## src/rtl/queue_calc_pkg.sv

```systemverilog
// Shared constants for the queue calculator: opcodes, ALU queue actions,
// error codes and the sequencer state encoding.
package queue_calc_pkg;

  localparam int unsigned DATA_W = 8;
  localparam int unsigned OP_W   = 4;
  localparam int unsigned QOP_W  = 2;
  localparam int unsigned ERR_W  = 2;

  localparam logic [OP_W-1:0] OP_PUSH = 4'd0;
  localparam logic [OP_W-1:0] OP_POP  = 4'd1;
  localparam logic [OP_W-1:0] OP_ADD  = 4'd2;
  localparam logic [OP_W-1:0] OP_MUL  = 4'd3;
  localparam logic [OP_W-1:0] OP_SUB  = 4'd4;
  localparam logic [OP_W-1:0] OP_DIV  = 4'd5;
  localparam logic [OP_W-1:0] OP_REM  = 4'd6;
  localparam logic [OP_W-1:0] OP_NOP  = 4'd7;

  localparam logic [QOP_W-1:0] Q_PUSH         = 2'b00;
  localparam logic [QOP_W-1:0] Q_SLEEP        = 2'b01;
  localparam logic [QOP_W-1:0] Q_POP          = 2'b11;
  localparam logic [QOP_W-1:0] Q_GET_AND_PUSH = 2'b10;

  localparam logic [ERR_W-1:0] ERR_NONE      = 2'b00;
  localparam logic [ERR_W-1:0] ERR_UNDERFLOW = 2'b01;
  localparam logic [ERR_W-1:0] ERR_OVERFLOW  = 2'b10;
  localparam logic [ERR_W-1:0] ERR_CALC      = 2'b11;

  localparam logic [1:0] S_IDLE   = 2'd0;
  localparam logic [1:0] S_EXEC   = 2'd1;
  localparam logic [1:0] S_COMMIT = 2'd2;
  localparam logic [1:0] S_ERROR  = 2'd3;

  // Two-operand opcodes consume the head pair.
  function automatic logic is_binary(input logic [OP_W-1:0] op);
    return (op >= OP_ADD) && (op <= OP_REM);
  endfunction

endpackage

```

## src/rtl/queue_calc_ctrl_circ_queue.sv

```systemverilog
// Circular byte FIFO with head/head+1 read ports, one write port and a
// pop-by-0/1/2 control that may coincide with a push.
module circ_queue
  import queue_calc_pkg::*;
#(
  parameter int unsigned DEPTH = 8,
  parameter int unsigned AW    = 3
) (
  input  logic              clk,
  input  logic              rst,
  input  logic              push,
  input  logic [DATA_W-1:0] push_data,
  input  logic [1:0]        pop_n,
  output logic [DATA_W-1:0] rd_head,
  output logic [DATA_W-1:0] rd_next,
  output logic [AW:0]       count
);

  logic [DATA_W-1:0] mem [DEPTH];
  logic [AW-1:0]     head_q;
  logic [AW-1:0]     tail_q;

  assign rd_head = mem[head_q];
  assign rd_next = mem[head_q + AW'(1)];

  always_ff @(posedge clk) begin
    if (rst) begin
      head_q <= '0;
      tail_q <= '0;
      count  <= '0;
    end else begin
      head_q <= head_q + AW'(pop_n);
      if (push) tail_q <= tail_q + AW'(1);
      count  <= count + (AW+1)'(push) - (AW+1)'(pop_n);
    end
  end

  // Contents are deliberately left unreset.
  always_ff @(posedge clk) begin
    if (push) mem[tail_q] <= push_data;
  end

endmodule

```

## src/rtl/queue_calc_ctrl.sv

```systemverilog
// Sequencer for the byte-wide queue calculator: instruction handshake,
// operand presentation to the external ALU, queue commit and sticky errors.
module queue_calc_ctrl
  import queue_calc_pkg::*;
#(
  parameter int unsigned DEPTH = 8,
  parameter int unsigned AW    = 3
) (
  input  logic                clk,
  input  logic                rst,
  input  logic                instr_valid,
  output logic                instr_ready,
  input  logic [OP_W-1:0]     instr_op,
  input  logic [DATA_W-1:0]   instr_imm,
  output logic [2*DATA_W-1:0] alu_operands,
  output logic [OP_W-1:0]     alu_opcode,
  output logic [DATA_W-1:0]   alu_push_val,
  output logic                alu_rst,
  input  logic [DATA_W-1:0]   alu_result,
  input  logic [QOP_W-1:0]    alu_queue_op,
  input  logic                alu_calc_err,
  output logic                done,
  output logic                err,
  output logic [ERR_W-1:0]    err_code,
  input  logic                err_clr,
  output logic [AW:0]         count,
  output logic [DATA_W-1:0]   head_data
);

  logic [1:0]        state_q;
  logic [1:0]        state_d;
  logic [ERR_W-1:0]  err_sel;
  logic [DATA_W-1:0] result_q;
  logic [QOP_W-1:0]  qop_q;
  logic              q_push;
  logic [1:0]        q_pop_n;
  logic [DATA_W-1:0] rd_head;
  logic [DATA_W-1:0] rd_next;

  circ_queue #(.DEPTH(DEPTH), .AW(AW)) u_queue (
    .clk       (clk),
    .rst       (rst),
    .push      (q_push),
    .push_data (result_q),
    .pop_n     (q_pop_n),
    .rd_head   (rd_head),
    .rd_next   (rd_next),
    .count     (count)
  );

  assign alu_operands = {rd_next, rd_head};
  assign head_data    = (count != '0) ? rd_head : '0;

  // Pre-checks take priority over the ALU's own error; only meaningful in EXEC.
  always_comb begin
    err_sel = ERR_NONE;
    if (alu_opcode[3])                                      err_sel = ERR_CALC;
    else if (is_binary(alu_opcode) && count < (AW+1)'(2))   err_sel = ERR_UNDERFLOW;
    else if (alu_opcode == OP_POP && count == '0)           err_sel = ERR_UNDERFLOW;
    else if (alu_opcode == OP_PUSH && count == (AW+1)'(DEPTH)) err_sel = ERR_OVERFLOW;
    else if (alu_calc_err)                                  err_sel = ERR_CALC;
  end

  always_ff @(posedge clk) begin
    if (rst) state_q <= S_IDLE;
    else     state_q <= state_d;
  end

  always_comb begin
    state_d     = state_q;
    instr_ready = 1'b0;
    alu_rst     = rst;
    q_push      = 1'b0;
    q_pop_n     = 2'd0;
    case (state_q)
      S_IDLE: begin
        instr_ready = !rst;
        if (instr_valid) state_d = S_EXEC;
      end
      S_EXEC: state_d = (err_sel != ERR_NONE) ? S_ERROR : S_COMMIT;
      S_COMMIT: begin
        state_d = S_IDLE;
        case (qop_q)
          Q_PUSH:         q_push = 1'b1;
          Q_POP:          q_pop_n = 2'd1;
          Q_GET_AND_PUSH: begin
            q_pop_n = 2'd2;
            q_push  = 1'b1;
          end
          default: ;
        endcase
      end
      S_ERROR: begin
        if (err_clr) begin
          alu_rst = 1'b1;
          state_d = S_IDLE;
        end
      end
      default: state_d = S_IDLE;
    endcase
  end

  // alu_opcode holds the latched op only while in EXEC, NOP otherwise.
  always_ff @(posedge clk) begin
    if (rst) begin
      alu_opcode   <= OP_NOP;
      alu_push_val <= '0;
      result_q     <= '0;
      qop_q        <= Q_SLEEP;
      done         <= 1'b0;
      err          <= 1'b0;
      err_code     <= ERR_NONE;
    end else begin
      done <= (state_q == S_COMMIT);
      case (state_q)
        S_IDLE: begin
          if (instr_valid) begin
            alu_opcode   <= instr_op;
            alu_push_val <= instr_imm;
          end
        end
        S_EXEC: begin
          alu_opcode <= OP_NOP;
          if (err_sel != ERR_NONE) begin
            err      <= 1'b1;
            err_code <= err_sel;
          end else begin
            result_q <= alu_result;
            qop_q    <= alu_queue_op;
          end
        end
        S_ERROR: begin
          if (err_clr) begin
            err      <= 1'b0;
            err_code <= ERR_NONE;
          end
        end
        default: ;
      endcase
    end
  end

endmodule

```

## config.mk

```make
export PLATFORM = sky130hd
export DESIGN_NAME = queue_calc_ctrl
export DESIGN_NICKNAME = d
export VERILOG_FILES = /design/src/rtl/queue_calc_pkg.sv /design/src/rtl/queue_calc_ctrl_circ_queue.sv /design/src/rtl/queue_calc_ctrl.sv
export SDC_FILE = /design/constraint.sdc
export NUM_CORES = 1
export LEC_CHECK = 0
export CAP_MARGIN = 10
export CORE_MARGIN = 2
export CORE_UTILIZATION = 49
export DETAILED_ROUTE_END_ITERATION = 8
export HOLD_SLACK_MARGIN = 0.12
export MAX_ROUTING_LAYER = met4
export PLACE_DENSITY = 0.76
export SYNTH_ARGS = -nofsm -noshare
export SYNTH_HDL_FRONTEND = slang
export SYNTH_HIERARCHICAL = 1
export SYNTH_SLANG_ARGS = --single-unit
```

## constraint.sdc

```tcl
create_clock -name clk -period 2.6 [get_ports clk]
set_clock_uncertainty 0.15 [all_clocks]
set_input_delay 0.78 -clock clk [delete_from_list [all_inputs] [get_ports clk]]
set_output_delay 0.78 -clock clk [all_outputs]
set_load 0.1 [all_outputs]
```

==> results of run 1 <==
## layer usage
layer  track usage  up-vias
li1              -     1495
met1         0.249     1605
met2         0.377      131
met4        0.0598        0
met5             -        -
met3        0.0390       15
## Yosys cell counts (all sizes together) (4+ instances only)
library cell | count | area (um^2)
inv | 19 | 71.3
nand2 | 37 | 139
nor2b | 11 | 68.8
mux4 | 32 | 796
a211oi | 4 | 47.5
mux2 | 16 | 180
mux2i | 6 | 60.1
buf | 10 | 114
nand3 | 7 | 35.0
a31o | 6 | 52.6
nor2 | 20 | 77.6
a21oi | 11 | 55.1
dfxtp | 38 | 761
clkbuf | 8 | 30.0
nand2b | 5 | 31.3
ha | 8 | 100
a311oi | 6 | 52.6
edfxtp | 64 | 1920
xor2 | 5 | 51.3
nor3 | 5 | 25.0
## cell usage in the layout (no fill, tap or decap), types with 5 or more instances in the layout
cell / Yosys / layout
a21oi_1: 11 / 11
a311oi_1: 6 / 6
a31o_1: 6 / 6
buf_12: 3 / 29
buf_4: 0 / 60
clkbuf_8: 0 / 10
clkdlybuf4s50_1: 0 / 24
dfxtp_1: 38 / 32
edfxtp_1: 64 / 64
ha_1: 8 / 7
inv_1: 17 / 16
mux2_4: 0 / 16
mux2i_1: 6 / 6
mux4_1: 20 / 6
mux4_2: 12 / 26
nand2_1: 37 / 37
nand2b_1: 5 / 5
nand3_1: 7 / 7
nor2_1: 19 / 19
nor2b_4: 0 / 8
## critical path, stage by stage, from the launching register on
cell and delay, ns:
dfxtp_4 0.37, ha_4 0.33, buf_12 0.14, mux4_2 0.49, mux2_4 0.30, buf_12 0.17
## final cells by class
cell class / count / area, um^2 / area share
clock buffer: 11 / 163 / 0.0249
clock inverter: 5 / 40.0 / 0.00612
inverter: 19 / 71.3 / 0.0109
multi-input combinational: 198 / 2090 / 0.319
sequential: 102 / 2700 / 0.412
tap: 133 / 166 / 0.0255
timing repair buffer: 117 / 1320 / 0.201
## logic make-up (layout without fill, tap and decap cells)
kind of cell / Yosys count / count (layout) / synth area share
DFF: 102 / 102 / 0.551
and+or+nand+nor: 90 / 90 / 0.0873
muxes: 54 / 54 / 0.213
AOI/OAI and AO/OA: 38 / 38 / 0.0642
buffers and inverters: 37 / 152 / 0.0442
adders and majority gates: 10 / 10 / 0.0288
xor gates and xnor gates: 6 / 6 / 0.0123
## power by group through the flow
stage          logic, mW  registers, mW  clock network (mW)
2_1_floorplan      0.252           1.98                   0
3_3_place_gp       0.589           1.82                   0
3_5_place_dp       0.599           1.83                   0
4_1_cts            0.603           1.79               0.990
5_1_grt            0.628           1.79                1.06
6_report           0.599           1.79               0.976
## flip-flops by register name, summed over array words and instances, names as in the netlist
signal	flops
u_queue/head_q	3
u_queue/tail_q	3
err	1
alu_push_val	8
alu_opcode	4
done	1
result_q	8
u_queue/mem	64
state_q	2
err_code	2
qop_q	2
u_queue/count	4
## final timing paths
path                          start  cells past startpoint          endpoint  slack, ns
hold / removal      alu_push_val[6]                      2   alu_push_val[6]       0.31
setup reg to reg         state_q[0]                      9  u_queue/count[3]       0.32
setup / recovery  u_queue/head_q[0]                      5  alu_operands[14]      -0.49
hold reg to reg     alu_push_val[6]                      2   alu_push_val[6]       0.31
## metrics by stage
stage | cell area [um^2] | setup TNS, ns
4_1_cts | 6550 | -10.12
5_1_grt | 6540 | -11.50
2_1_floorplan | 5030 | -2.02
3_5_place_dp | 6260 | -3.11
6_report | 6540 | -9.89
3_3_place_gp | 6260 | -2.37
## repair_timing
item                       4_1_cts  5_1_grt
setup buffers                    7        1
pin swaps                        2        1
resized for setup               19        0
setup endpoints to repair       26       24
cloned                           0        0
==> summary.txt, run 1 <==
DIE WIDTH: 104 um
Fill cells: 702
WP data arrival: 2.16 ns
Hold Path Class: reg -> reg
Clock Path Buffers: 2
Ys async rst share: 0
Die H: 104 um
Synthesized area: 4870 um^2
Average cell area after synthesis: 14.5 um^2
Gpl congestion: 0.842
Largest net degree at the start of global routing: 27
Synthesized instance count: 337
Fin cells: 585
Met2 wire len: 5500 um
Pins over their slew limit: 0
Clk sinks: 102
Pwr Total: 3.36 mW
First-pass GRT wire length: 17300 um
Via density: 5.55
Clk root buf: clkbuf_8
Power share of the clock group: 0.290
CTS Buf Count: 9
Worst Setup End Kind: primary output
Pre-antenna DRT Iters: 4
Violated checks: setup timing
Starting Density: 0.501
Antenna diodes: 0
Uppermost layer routed: met4
Final setup fails: 24
Slew @ Worst Pin: 0.508 ns
Total track usage: 0.213
Fmax: 324 MHz
Via count: 3246
PnR worst setup slack: -0.491 ns
Core Util, Final: 0.672
Clk Latency, worst-skew pair: 0.35 ns
Slew HR: 0.661
Int Pwr: 2.38 mW
Worst-path clk slew: 0.10 ns
Met1 WL: 4090 um
Unrepaired setup endpoints after global routing: true
Final WL: 10600 um
I/O Pins: 73
DRC: 0
CTS Hold Bufs: 0
Static leakage power: 2.40 nW
Cell Pwr Density: 514 nW/um^2
Status: finished with violations
Min Tclk post-route: 3.09 ns
Placed insts: 563
Comb pwr share: 0.178
Final nets: 484
WL met3: 851 um
Sequential power share: 0.532
Sw power: 0.981 mW
Initial antenna violation count: 0
Syn-to-layout area delta: 34.2%
Initial DRC count: 186
Vias in the first global route: 3364
Max-cap violations: 0
Switching Fraction: 0.292
Max H-tree Level: 3
Ys flop type: edfxtp_1
Wire length per cell: 18.1 um
Core ar.: 9730 um^2
WHS: 0.310 ns
Grt ovf: 0
Fin crit share: 1.19
Post-DP HPWL: 7860 um
Post-synth EDFFs: 64
VDD IR-drop max: 402 uV
Post-synthesis cell type count: 45
DP Worst Slack: -0.228 ns
I/O Buffers: 72
Worst setup SP type: flop
Syn Nets: 374
Ratio of cells with drive above 1 in the final layout: 0.394
Detail Route Antenna Nets: 0
#FFs+latches synth: 102
Setup Crit Path Kind: reg -> out
Sequential-to-total area share from yosys stat: 0.551
Die ar.: 10800 um^2
Final hold viol count: 0
WP data required: 1.67 ns
Yosys warns: 6
Rows: 36
TritonCTS clock tree: done
Worst-path maximum fanout: 6
(Power assumes the default switching activity.)
==> run 2, diff against run 1 <==
==> constraint.sdc (replaced) <==
create_clock -name clk -period 2.6 [get_ports clk]
set_clock_uncertainty 0.15 [all_clocks]
set_input_delay 0.52 -clock clk [delete_from_list [all_inputs] [get_ports clk]]
set_output_delay 0.52 -clock clk [all_outputs]
set_load 0.1 [all_outputs]
==> run 2 against run 1 <==
The run still ends with setup timing left; die area did not move; via count fell by 2.8%; clock power fell by 5.7%; count of clock-buffer cells in the layout fell by 2; routed wire length fell by 3.6%; critical path depth did not move; cell area fell by 1.9%; sequential power barely moved; sequential share of layout area rose by 0.77 points; sequential cell count did not move; combinational power fell by 2%.
==> summary.txt, run 2 (synthesis results as in run 1) <==
Slew HR: 0.654 (-0.00682)
Min Tclk post-route: 2.86 ns (-0.230 ns)
WP data arrival: 2.19 ns (+0.03 ns)
Worst-path maximum fanout: 8 (+2)
Unrepaired setup endpoints after global routing: true
Comb pwr share: 0.178 (about the same)
VDD IR-drop max: 394 uV (-2.0%)
Post-DP HPWL: 7260 um (-7.6%)
Crit path depth: 5 (unchanged)
PnR worst setup slack: -0.261 ns (+0.230 ns)
WHS: 0.315 ns (+0.00422 ns)
Die H: 104 um (unchanged)
Max H-tree Level: 3 (unchanged)
Power share of the clock group: 0.279 (-0.011)
Pre-antenna DRT Iters: 5 (+1)
Pins over their slew limit: 0 (unchanged)
Final setup fails: 24 (unchanged)
Fmax: 350 MHz (+8.0%)
Antenna diodes: 0 (unchanged)
Worst-case reg-to-reg path depth: 9 (unchanged)
DIE WIDTH: 104 um (unchanged)
Critical Path Most Common Cell: buf_12
CP cell instances: ha_4 -> buf_12 -> mux4_2 -> mux2_4 -> buf_12
Clk root buf: clkbuf_8
Via count: 3154 (-2.8%)
Setup_tns: -3.51 ns (+6.38 ns)
Hold Path Class: reg -> reg
Core Util, Final: 0.659 (-0.0126)
Worst-path clk slew: 0.10 ns (about the same)
Syn-to-layout area delta: 31.7%
Worst setup SP type: flop
CP top delay family: multiplexers
Max-cap violations: 0 (unchanged)
CTS Buf Count: 9 (unchanged)
Largest registers: u_queue/mem x64, alu_push_val x8, result_q x8
Largest stage delay on the critical path: 0.50 ns (about the same)
Buffers and inverters on the worst path: 2 (unchanged)
Status: finished with violations
Most frequent cells in the layout: 64 x edfxtp_1, 43 x buf_4, 37 x nand2_1
DRC: 0 (unchanged)
Violated checks: setup timing
Clock Path Buffers: 2 (unchanged)
Starting Density: 0.501 (unchanged)
TritonCTS clock tree: done
Slowest CP cell: mux4_2
Wire length per cell: 17.9 um (-1.2%)
CTS Hold Bufs: 0 (unchanged)
Rows: 36 (unchanged)
Biggest register: u_queue/mem
DP Worst Slack: 0.0159 ns (+0.244 ns)
Fill cells: 712 (+1.4%)
First-pass GRT wire length: 16500 um (-4.4%)
Slew @ Worst Pin: 0.518 ns (+0.0102 ns)
Grt ovf: 0 (unchanged)
Total track usage: 0.204 (-0.00904)
Die ar.: 10800 um^2 (unchanged)
Final hold viol count: 0 (unchanged)
Worst Setup End Kind: primary output
Switching Fraction: 0.303 (+0.0113)
Via density: 5.52 (-0.45%)
Int Pwr: 2.30 mW (-3.6%)
Initial antenna violation count: 0 (unchanged)
Cell Pwr Density: 513 nW/um^2 (-0.15%)
Final WL: 10200 um (-3.6%)
I/O Pins: 73 (unchanged)
Static leakage power: 2.31 nW (-3.6%)
Clk sinks: 102 (unchanged)
Gpl congestion: 0.834 (-0.93%)
Fin crit share: 1.10 (-0.0885)
Sw power: 0.998 mW (+1.8%)
Hold path depth: 2 (unchanged)
Largest net degree at the start of global routing: 36 (+33%)
Detail Route Antenna Nets: 0 (unchanged)
Final nets: 470 (-2.9%)
I/O Buffers: 72 (unchanged)
Initial DRC count: 208 (+12%)
Clk Latency, worst-skew pair: 0.38 ns (+0.03 ns)
WP data required: 1.93 ns (+0.26 ns)
Most common cell after layout, fill and taps aside: edfxtp_1
Setup Crit Path Kind: reg -> out
Core ar.: 9730 um^2 (unchanged)
Sequential power share: 0.543 (+0.011)
Vias in the first global route: 3239 (-3.7%)
Ratio of cells with drive above 1 in the final layout: 0.377 (-0.0171)
Number of flip-flops in the largest register: 64 (unchanged)
## run 2: power groups by stage
stage                     logic, mW  registers, mW  clock network, mW
after floorplan               0.248           1.98                  0
after detailed placement      0.584           1.83                  0
after global placement        0.579           1.82                  0
final                         0.585           1.79              0.920
after global routing          0.614           1.80              0.997
after CTS                     0.588           1.79              0.929
## run 2: repair_timing
item | in CTS | in global routing
endpoints found under the setup margin | 24 | 23
cloned | 1 | 0
pin swaps | 1 | 1
gates resized for setup | 35 | 12
setup buffers | 5 | 3
## run 2: final cells by class
class / count / area (um^2) / share of cell area
sequential: 102 / 2690 / 0.420
timing repair buffer: 103 / 1240 / 0.193
clock buffer: 9 / 124 / 0.0193
multi-input combinational: 198 / 2070 / 0.322
clock inverter: 7 / 57.6 / 0.00897
inverter: 19 / 71.3 / 0.0111
tap: 133 / 166 / 0.0259
## run 2: routing by layer
layer  track usage  wire [um]  vias to the layer above
met4        0.0811        164                        0
li1              -          -                     1468
met2         0.337       5120                      125
met3        0.0390        660                       15
met1         0.248       4270                     1546
met5             -          0                        -
## run 2: worst paths after layout
path | startpoint | endpoint | slack, ns
worst max-delay path | u_queue/head_q[0] | alu_operands[12] | -0.26
worst min-delay path | alu_push_val[4] | alu_push_val[4] | 0.31
worst max register to register | state_q[0] | u_queue/count[3] | 0.29
worst min register to register | alu_push_val[4] | alu_push_val[4] | 0.31
## run 2: through the flow
step	instances	instance area (um^2)	power [mW]
2_1_floorplan	337	4970	2.23
3_3_place_gp	547	6120	2.40
3_5_place_dp	547	6120	2.41
4_1_cts	569	6400	3.31
5_1_grt	571	6410	3.41
6_report	571	6410	3.29
## run 2: tightest hold or removal path, delay by kind of cell, from the launching register on
| family | cells | cell delay, ns |
|---|---|---|
| DFF | 1 | 0.32 |
| and+or+nand+nor | 1 | 0.05 |
| AOI/OAI and AO/OA | 1 | 0.05 |
==> run 3, diff against run 2 <==
--- a/config.mk
+++ b/config.mk
@@ -7,11 +7,11 @@
 export LEC_CHECK = 0
 export CAP_MARGIN = 10
 export CORE_MARGIN = 2
-export CORE_UTILIZATION = 49
+export CORE_UTILIZATION = 50
 export DETAILED_ROUTE_END_ITERATION = 8
 export HOLD_SLACK_MARGIN = 0.12
 export MAX_ROUTING_LAYER = met4
-export PLACE_DENSITY = 0.76
+export PLACE_DENSITY = 0.75
 export SYNTH_ARGS = -nofsm -noshare
 export SYNTH_HDL_FRONTEND = slang
 export SYNTH_HIERARCHICAL = 1
==> constraint.sdc (replaced) <==
create_clock -name clk -period 2.9 [get_ports clk]
set_clock_uncertainty 0.15 [all_clocks]
set_input_delay 0.58 -clock clk [delete_from_list [all_inputs] [get_ports clk]]
set_output_delay 0.58 -clock clk [all_outputs]
set_load 0.1 [all_outputs]
==> run 3 against run 2 <==
The flow still finishes with violations (setup timing); core utilization is essentially flat; routed wire length grew 6.5%; setup slack gained 0.22 ns; sequential power shrank 10%; via count shrank 0.25%; combinational power shrank 11%; critical endpoint is now alu_operands[8]; largest cell class unchanged; highest routed layer unchanged.
==> summary.txt, run 3 (synthesis results as in run 1) <==
Hold Path Class: reg -> reg
Via count: 3146 (-0.25%)
CTS Buf Count: 9 (unchanged)
CTS Hold Bufs: 0 (unchanged)
Clk Latency, worst-skew pair: 0.37 ns (about the same)
Largest net degree at the start of global routing: 34 (-5.6%)
Syn-to-layout area delta: 29.9%
Clock Path Buffers: 2 (unchanged)
CP cell instances: ha_4 -> buf_6 -> mux4_2 -> mux2_4 -> buf_12
Rows: 36 (unchanged)
Clk root buf: clkbuf_8
Initial DRC count: 181 (-13%)
Core Util, Final: 0.659 (about the same)
Largest stage delay on the critical path: 0.51 ns (about the same)
Worst-path maximum fanout: 5 (-3)
Slowest CP cell: mux4_2
Max H-tree Level: 3 (unchanged)
Min Tclk post-route: 2.94 ns
Status: finished with violations
Gpl congestion: 0.890 (+6.7%)
Total track usage: 0.232 (+0.0282)
Switching Fraction: 0.299 (-0.00443)
Slew HR: 0.637 (-0.0167)
Unrepaired setup endpoints after global routing: true
Via density: 5.61 (+1.5%)
Worst setup SP type: flop
Clk sinks: 102 (unchanged)
Most common cell after layout, fill and taps aside: edfxtp_1
Pins over their slew limit: 0 (unchanged)
Biggest register: u_queue/mem
Slew @ Worst Pin: 0.543 ns (+0.0250 ns)
Power share of the clock group: 0.307 (+0.028)
Hold_sp: alu_push_val[6]
Int Pwr: 2.15 mW (-6.4%)
Comb pwr share: 0.169 (-0.009)
Largest registers: u_queue/mem x64, alu_push_val x8, result_q x8
Pre-antenna DRT Iters: 4 (-1)
Grt ovf: 0 (unchanged)
Fin crit share: 1.01
Reg-to-Reg Start: state_q[1]
Setup Crit Path Kind: reg -> out
Fin cells: 561 (-1.8%)
Worst-case reg-to-reg path depth: 8 (-1)
Vias in the first global route: 3185 (-1.7%)
Wire length per cell: 19.4 um (+8.4%)
Worst R2R Setup Slack: 0.40 ns (+0.11 ns)
Sw power: 0.915 mW (-8.4%)
Static leakage power: 2.25 nW (-2.5%)
Final hold viol count: 0 (unchanged)
Number of flip-flops in the largest register: 64 (unchanged)
Hold EP: alu_push_val[6]
DIE WIDTH: 103 um (-0.96%)
CP startpoint: u_queue/head_q[0]
Placed insts: 543 (-0.73%)
RR Endpoint: u_queue/count[3]
Die H: 103 um (-0.96%)
WP data required: 2.17 ns (+0.24 ns)
Worst-path clk slew: 0.10 ns (about the same)
Core ar.: 9590 um^2 (-1.4%)
Worst Setup End Kind: primary output
Max-cap violations: 0 (unchanged)
Die ar.: 10600 um^2 (-1.9%)
Violated checks: setup timing
I/O Buffers: 72 (unchanged)
Final WL: 10900 um (+6.5%)
TritonCTS clock tree: done
Final setup fails: 8 (-67%)
Most frequent cells in the layout: 64 x edfxtp_1, 37 x nand2_1, 36 x dfxtp_1
Ratio of cells with drive above 1 in the final layout: 0.355 (-0.0216)
Initial antenna violation count: 0 (unchanged)
Sequential power share: 0.524 (-0.019)
Multi-input gate area: 2050 um^2 (-0.85%)
Sequential cell area: 2690 um^2 (-0.14%)
Final nets: 460 (-2.1%)
Detail Route Antenna Nets: 0 (unchanged)
Fill cells: 697 (-2.1%)
Hold path depth: 2 (unchanged)
WP data arrival: 2.21 ns (+0.02 ns)
VDD IR-drop max: 371 uV (-5.9%)
DRC: 0 (unchanged)
PnR worst setup slack: -0.0415 ns (+0.219 ns)
Starting Density: 0.508 (+0.00705)
Post-DP HPWL: 7570 um (+4.2%)
First-pass GRT wire length: 17300 um (+4.7%)
Antenna diodes: 0 (unchanged)
Fmax: 340 MHz
Cell Pwr Density: 484 nW/um^2 (-5.7%)
I/O Pins: 73 (unchanged)
[run 3: cell count changes in the layout (fill, tap and decap cells not counted), moves of 2 or more]
cell / before / now
dfxtp_2: 3 / 0
mux2_4: 16 / 10
buf_4: 43 / 35
buf_8: 0 / 3
buf_6: 4 / 1
clkinvlp_4: 2 / 0
mux2_2: 0 / 6
dfxtp_1: 33 / 36
[run 3: how the worst max path moves through the flow]
stage	cells past startpoint	to
after floorplan	6	head_data[7]
after global placement	5	alu_operands[11]
after detailed placement	5	head_data[2]
after CTS	5	alu_operands[10]
after global routing	5	alu_operands[10]
final	5	alu_operands[8]
[run 3: worst max-delay path: cells and delay by family (launching register included)]
family | cells | cell delay (ns)
mux | 2 | 0.82
buf+inv | 2 | 0.31
fa+ha+maj | 1 | 0.31
flops | 1 | 0.39
[run 3: stage by stage]
step | cell area (um^2) | hold WS (ns) | setup TNS [ns] | worst slack (ns) | power, mW
3_5_place_dp | 6050 | 0.297 | 0 | 0.237 | 2.15
4_1_cts | 6310 | 0.311 | -0.301 | -0.0427 | 3.08
3_3_place_gp | 6050 | 0.293 | 0 | 0.324 | 2.14
2_1_floorplan | 4950 | 0.289 | 0 | 0.0413 | 2.00
5_1_grt | 6330 | 0.331 | -0.523 | -0.0733 | 3.15
6_report | 6330 | 0.310 | -0.150 | -0.0415 | 3.06
[run 3: power by group through the flow]
stage	clock, mW	sequential, mW	combinational [mW]
final	0.940	1.61	0.518
after global routing	1.00	1.61	0.541
after CTS	0.955	1.61	0.518
after detailed placement	0	1.64	0.515
after global placement	0	1.64	0.508
after floorplan	0	1.78	0.221
[run 3: cell type report]
type                            instances  area share
Inverter                               19      0.0113
Multi-Input combinational cell        198       0.324
Clock inverter                          7      0.0138
Sequential cell                       102       0.425
Timing Repair Buffer                   93       0.180
Tap cell                              133      0.0263
Clock buffer                            9      0.0196
[run 3: timing repair]
| action | 4_1_cts | 5_1_grt |
|---|---|---|
| gates resized for setup | 39 | 9 |
| gates cloned | 1 | 0 |
| pin swaps | 1 | 1 |
| endpoints found under the setup margin | 17 | 13 |
| buffers inserted | 1 | 0 |
[run 3: metal layers]
| metal | global-route usage | wire [um] | vias up |
|---|---|---|---|
| met2 | 0.396 | 5840 | 115 |
| met3 | 0.0414 | 556 | 11 |
| met1 | 0.281 | 4340 | 1572 |
| met4 | 0.0738 | 146 | 0 |
| met5 | - | 0 | - |
| li1 | - | - | 1448 |
